===== config.mk =====
export PLATFORM = sky130hd
export DESIGN_NAME = spi_rom_responder
export DESIGN_NICKNAME = d
export VERILOG_FILES = /design/src/rtl/spi_rom_responder_pkg.sv /design/src/rtl/spi_rom_responder_edge_sync.sv /design/src/rtl/spi_rom_responder.sv
export SDC_FILE = /design/constraint.sdc
export NUM_CORES = 1
export LEC_CHECK = 0
export ABC_AREA = 0
export CORE_ASPECT_RATIO = 0.8
export CORE_MARGIN = 5
export CORE_UTILIZATION = 39
export DETAILED_ROUTE_END_ITERATION = 16
export GPL_ROUTABILITY_DRIVEN = 0
export HOLD_SLACK_MARGIN = 0.12
export PLACE_DENSITY = 0.61
export SYNTH_ARGS = -nofsm -noshare
export SYNTH_HDL_FRONTEND = slang
export SYNTH_SLANG_ARGS = --single-unit

===== constraint.sdc =====
create_clock -name clk -period 3.56 [get_ports clk]
set_input_delay 0.356 -clock clk [delete_from_list [all_inputs] [get_ports clk]]
set_output_delay 0.356 -clock clk [all_outputs]
set_load 0.05 [all_outputs]

===== src/rtl/spi_rom_responder_pkg.sv =====
// Shared constants for the SPI flash-ROM responder: opcode, frame lengths
// and FSM state encodings.
package spi_rom_responder_pkg;

    localparam logic [7:0] SPI_CMD_READ = 8'h03;
    localparam int SPI_CMD_LEN  = 8;
    localparam int SPI_ADDR_LEN = 24;
    localparam int SPI_DATA_LEN = 8;

    localparam logic [2:0] ST_IDLE   = 3'd0;
    localparam logic [2:0] ST_CMD    = 3'd1;
    localparam logic [2:0] ST_ADDR   = 3'd2;
    localparam logic [2:0] ST_DATA   = 3'd3;
    localparam logic [2:0] ST_IGNORE = 3'd4;

    // Bit-counter value reached on the last bit of a field of the given length.
    function automatic logic [4:0] cnt_last(input int len);
        return 5'(len - 1);
    endfunction

endpackage


===== src/rtl/spi_rom_responder_edge_sync.sv =====
// Synchronizer for one SPI pin: SYNC_STAGES flops, then registered rise/fall
// pulses aligned with the synchronized level.
module spi_edge_sync #(
    parameter int SYNC_STAGES = 2
) (
    input  logic clk,
    input  logic reset,
    input  logic din,
    output logic level,
    output logic rise,
    output logic fall
);

    // sync_q[SYNC_STAGES-1] is the last synchronizer stage, sync_q[SYNC_STAGES] the previous sample.
    logic [SYNC_STAGES:0] sync_q;

    always_ff @(posedge clk) begin
        if (reset) begin
            sync_q <= '0;
            rise   <= 1'b0;
            fall   <= 1'b0;
        end else begin
            sync_q <= {sync_q[SYNC_STAGES-1:0], din};
            rise   <= sync_q[SYNC_STAGES-1] & ~sync_q[SYNC_STAGES];
            fall   <= ~sync_q[SYNC_STAGES-1] & sync_q[SYNC_STAGES];
        end
    end

    assign level = sync_q[SYNC_STAGES];

endmodule


===== src/rtl/spi_rom_responder.sv =====
// SPI flash-ROM emulator: decodes READ (0x03) + 24-bit address, then streams
// bytes from a synchronous external memory MSB-first until CS drops.
module spi_rom_responder
    import spi_rom_responder_pkg::*;
#(
    parameter int ADDR_BITS   = 11,
    parameter int SYNC_STAGES = 2
) (
    input  logic                 clk,
    input  logic                 reset,
    input  logic                 spi_cs,
    input  logic                 spi_sclk,
    input  logic                 spi_mosi,
    output logic                 spi_miso,
    output logic [ADDR_BITS-1:0] rom_addr,
    output logic                 rom_re,
    input  logic [7:0]           rom_data,
    output logic                 busy,
    output logic                 cmd_err
);

    logic cs_lvl, cs_rise, cs_fall;
    logic sclk_lvl, sclk_rise, sclk_fall;
    logic mosi_lvl, mosi_rise, mosi_fall;

    spi_edge_sync #(.SYNC_STAGES(SYNC_STAGES)) u_cs_sync (
        .clk(clk), .reset(reset), .din(spi_cs),
        .level(cs_lvl), .rise(cs_rise), .fall(cs_fall)
    );

    spi_edge_sync #(.SYNC_STAGES(SYNC_STAGES)) u_sclk_sync (
        .clk(clk), .reset(reset), .din(spi_sclk),
        .level(sclk_lvl), .rise(sclk_rise), .fall(sclk_fall)
    );

    spi_edge_sync #(.SYNC_STAGES(SYNC_STAGES)) u_mosi_sync (
        .clk(clk), .reset(reset), .din(spi_mosi),
        .level(mosi_lvl), .rise(mosi_rise), .fall(mosi_fall)
    );

    logic unused_sync;
    assign unused_sync = ^{cs_fall, sclk_lvl, mosi_rise, mosi_fall};

    logic [2:0]           state;
    logic [4:0]           bit_cnt;
    logic [7:0]           cmd_sr;
    logic [ADDR_BITS-1:0] addr_sr;
    logic [7:0]           out_sr;
    logic                 load_p1;
    logic [7:0]           cmd_next;
    logic [ADDR_BITS-1:0] addr_next;

    // Only the low ADDR_BITS of the 24-bit address survive the shift.
    assign cmd_next  = {cmd_sr[6:0], mosi_lvl};
    assign addr_next = {addr_sr[ADDR_BITS-2:0], mosi_lvl};
    assign busy      = (state != ST_IDLE);

    always_ff @(posedge clk) begin
        if (reset) begin
            state    <= ST_IDLE;
            bit_cnt  <= '0;
            cmd_sr   <= '0;
            addr_sr  <= '0;
            out_sr   <= '0;
            load_p1  <= 1'b0;
            spi_miso <= 1'b0;
            rom_addr <= '0;
            rom_re   <= 1'b0;
            cmd_err  <= 1'b0;
        end else begin
            rom_re  <= 1'b0;
            cmd_err <= 1'b0;
            load_p1 <= rom_re;
            // CS low overrides any SCLK edge seen in the same cycle.
            if (state != ST_IDLE && !cs_lvl) begin
                state    <= ST_IDLE;
                bit_cnt  <= '0;
                cmd_sr   <= '0;
                addr_sr  <= '0;
                out_sr   <= '0;
                load_p1  <= 1'b0;
                spi_miso <= 1'b0;
            end else begin
                case (state)
                    ST_IDLE: begin
                        spi_miso <= 1'b0;
                        bit_cnt  <= '0;
                        if (cs_rise) state <= ST_CMD;
                    end
                    ST_CMD: begin
                        if (sclk_rise) begin
                            cmd_sr <= cmd_next;
                            if (bit_cnt == cnt_last(SPI_CMD_LEN)) begin
                                bit_cnt <= '0;
                                if (cmd_next == SPI_CMD_READ) begin
                                    state <= ST_ADDR;
                                end else begin
                                    cmd_err <= 1'b1;
                                    state   <= ST_IGNORE;
                                end
                            end else begin
                                bit_cnt <= bit_cnt + 5'd1;
                            end
                        end
                    end
                    ST_ADDR: begin
                        if (sclk_rise) begin
                            addr_sr <= addr_next;
                            if (bit_cnt == cnt_last(SPI_ADDR_LEN)) begin
                                bit_cnt  <= '0;
                                rom_addr <= addr_next;
                                rom_re   <= 1'b1;
                                state    <= ST_DATA;
                            end else begin
                                bit_cnt <= bit_cnt + 5'd1;
                            end
                        end
                    end
                    ST_DATA: begin
                        // Fetched byte lands well before the next SCLK fall.
                        if (load_p1) begin
                            out_sr <= rom_data;
                        end else if (sclk_fall) begin
                            spi_miso <= out_sr[7];
                            out_sr   <= {out_sr[6:0], 1'b0};
                            if (bit_cnt == cnt_last(SPI_DATA_LEN)) begin
                                bit_cnt  <= '0;
                                rom_addr <= rom_addr + 1'b1;
                                rom_re   <= 1'b1;
                            end else begin
                                bit_cnt <= bit_cnt + 5'd1;
                            end
                        end
                    end
                    ST_IGNORE: begin
                        spi_miso <= 1'b0;
                    end
                    default: begin
                        state <= ST_IDLE;
                    end
                endcase
            end
        end
    end

endmodule


==> impl_metrics.json <==
{
  "fin_skew_ns": 0.00770,
  "cp-end-kind": "output pin",
  "crit_type": "reg -> out",
  "grt_max_degree": 32,
  "drt_wl_total_mm": 6.52,
  "yosysSeqAreaShare_pct": 44.7,
  "avgSynthCellArea_um2": 8.53,
  "r2r_slack_ns": 1.40,
  "post-synth-top-count-cell": "dfxtp_1",
  "outcome": "finished clean",
  "dp_cells": 411,
  "drv_cap": 0,
  "stdcell_count": 427,
  "path_cells": "or3_1 > clkdlybuf4s50_1",
  "relSlewSlack_pct": 30.1,
  "drcViolationCount": 0,
  "synth-seq-cells": 60,
  "cts.sinks": 60,
  "port_buffers": 27,
  "post-route-period-util_pct": 65.9,
  "clkLatencyLatePin_ns": 0.33,
  "core_region_area_mm2": 0.00679,
  "grt.total_usage_pct": 16.5,
  "io-pin-count": 28,
  "clk_pin_slew_ns": 0.07,
  "crit_arrival_ns": 1.99,
  "hp-class": "reg -> reg",
  "dp_hpwl_mm": 4.59,
  "hold_viol_final": 0,
  "dr.pass1.iters": 4,
  "synth_top_area_share_pct": 44.7,
  "synthesis.nets": 330,
  "htreeDepth": 3,
  "synth_edf_count": 0,
  "slew_violations": 0,
  "worstMarginPinSlew_ns": 1.05,
  "cts_tree": "built",
  "setup_viol": 0,
  "wl_per_cell_um": 15.3,
  "tns_ns": 0,
  "start_util_pct": 39.6,
  "die_y_um": 84.2,
  "hold_buffers": 0,
  "cp_max_fo": 14,
  "grt_pass1_wl_mm": 11.3,
  "post_cts_resized": 0,
  "async_flop_share_pct": 0,
  "power_leakage_nw": 0.990,
  "areaGrowthSynthToFinish_pct": 18.9,
  "netlist_top_cells_count": "dfxtp_1, nand2_1, a21oi_1",
  "cp-start-kind": "register",
  "vias_per_cell": 5.56,
  "die-area_mm2": 0.00866,
  "ant_nets": 0,
  "num_vias": 2372,
  "fmax_ghz": 0.426,
  "nNetsFinal": 350,
  "final-seq-area_mm2": 0.00120,
  "n_fill_cell": 644,
  "fin_hold_ws_ns": 0.409,
  "cpMaxStageDelayCell": "clkdlybuf4s50_1",
  "numCtsBuffers": 9,
  "synth.cell_area_mm2": 0.00269,
  "die_x_um": 103,
  "dpl_cell_area_mm2": 0.00299,
  "yosys_warnings": 0,
  "multiInputGateArea_mm2": 0.00137,
  "ys_types": 51,
  "diodes": 0,
  "peakVddDrop_uv": 278,
  "cts_setup_buffers": 0,
  "gr-total-overflow": 0,
  "synth_ff_type": "dfxtp_1",
  "antenna_found_initial": 0,
  "clock_path_buffers": 2,
  "final_cell_area_mm2": 0.00319,
  "layout-drive-gt1-share_pct": 6.76,
  "drtIter0Drc": 142,
  "cp.required_ns": 3.20,
  "power_density_mw_per_mm2": 420,
  "yosys.area.top_type": "dfxtp_1",
  "first_global_vias": 2209,
  "rsz0062_at_grt": "false",
  "cts_root_buffer": "clkbuf_8",
  "netlist_top_cells_area": "dfxtp_1, nand2_1, a21oi_1, mux2i_1, nor2_1",
  "postSynthCellCount": 315,
  "rows": 27,
  "min_period_ns": 2.35,
  "cpPeakStageDelay_ns": 0.82
}
## layout by cell type, fill, tap and decap left out, drive strengths merged, types with 5 or more instances in the layout
master,instances
clkbuf,12
a211oi,9
nand2b,7
inv,6
mux2i,10
clkdlybuf4s50,27
nand3,7
dfxtp,60
nand2,50
nor2b,10
o21ai,10
nand3b,6
or3,5
a21oi,31
nor2,21
## flip-flops by register name, indices dropped and copies added (netlist names)
signal and flops:
cmd_sr 7, rom_addr 11, u_sclk_sync.fall 1, spi_miso 1, out_sr 8, u_cs_sync.sync_q 3
u_cs_sync.rise 1, u_sclk_sync.sync_q 3, state 3, u_sclk_sync.rise 1, bit_cnt 5, rom_re 1
cmd_err 1, addr_sr 10, u_mosi_sync.sync_q 3, load_p1 1
## where the power goes
group          total [mW]  switching, mW  internal (mW)
clock network       0.620          0.261          0.359
logic              0.0405         0.0215         0.0189
registers           0.680        0.00378          0.676
## per-layer routing
layer	wire length [um]	global-route usage (%)	vias to the layer above
li1	-	-	1184
met1	3200	24.5	1108
met2	2830	22.4	69
met3	423	5.40	11
met4	66	4.82	0
met5	0	0	-
## cell families after synthesis
kind of cell	count (synthesis)	synth area share, %
AND/OR/NAND/NOR	135	25.9
AO/OA/AOI/OAI	81	20.3
flip-flops	60	44.7
buffers and inverters	26	4.15
multiplexers	10	3.73
adder cells (fa/ha/maj)	2	0.931
XOR/XNOR	1	0.326
## worst paths after layout
kind                                       startpoint          endpoint  cells past startpoint
worst max-delay path                         state[0]              busy                      2
worst min-delay path            u_sclk_sync.sync_q[1]  u_sclk_sync.fall                      1
worst max register to register               state[0]       rom_addr[6]                      4
worst min register to register  u_sclk_sync.sync_q[1]  u_sclk_sync.fall                      1
## metrics by stage
stage | worst slack (ns) | total power, mW | utilization (%)
after floorplan | 1.50 | 0.716 | -
after global routing | 1.09 | 1.40 | 47.0
after global placement | 1.42 | 0.736 | 44.1
after CTS | 1.21 | 1.35 | 47.0
final | 1.21 | 1.34 | 47.0
after detailed placement | 1.37 | 0.736 | 44.1
## worst max-delay path: cells and delay by family (launching register included)
family,cells,cell delay [ns]
buffers and inverters,1,0.82
AND/OR/NAND/NOR,1,0.22
flip-flops,1,0.61
## cell type report
cell class	instances	area share (%)
Clock inverter	4	1.49
Clock buffer	12	4.86
Sequential cell	60	37.6
Inverter	6	0.705
Tap cell	87	3.41
Multi-Input combinational cell	229	43.0
Timing Repair Buffer	29	8.93
(Power assumes the default switching activity.)
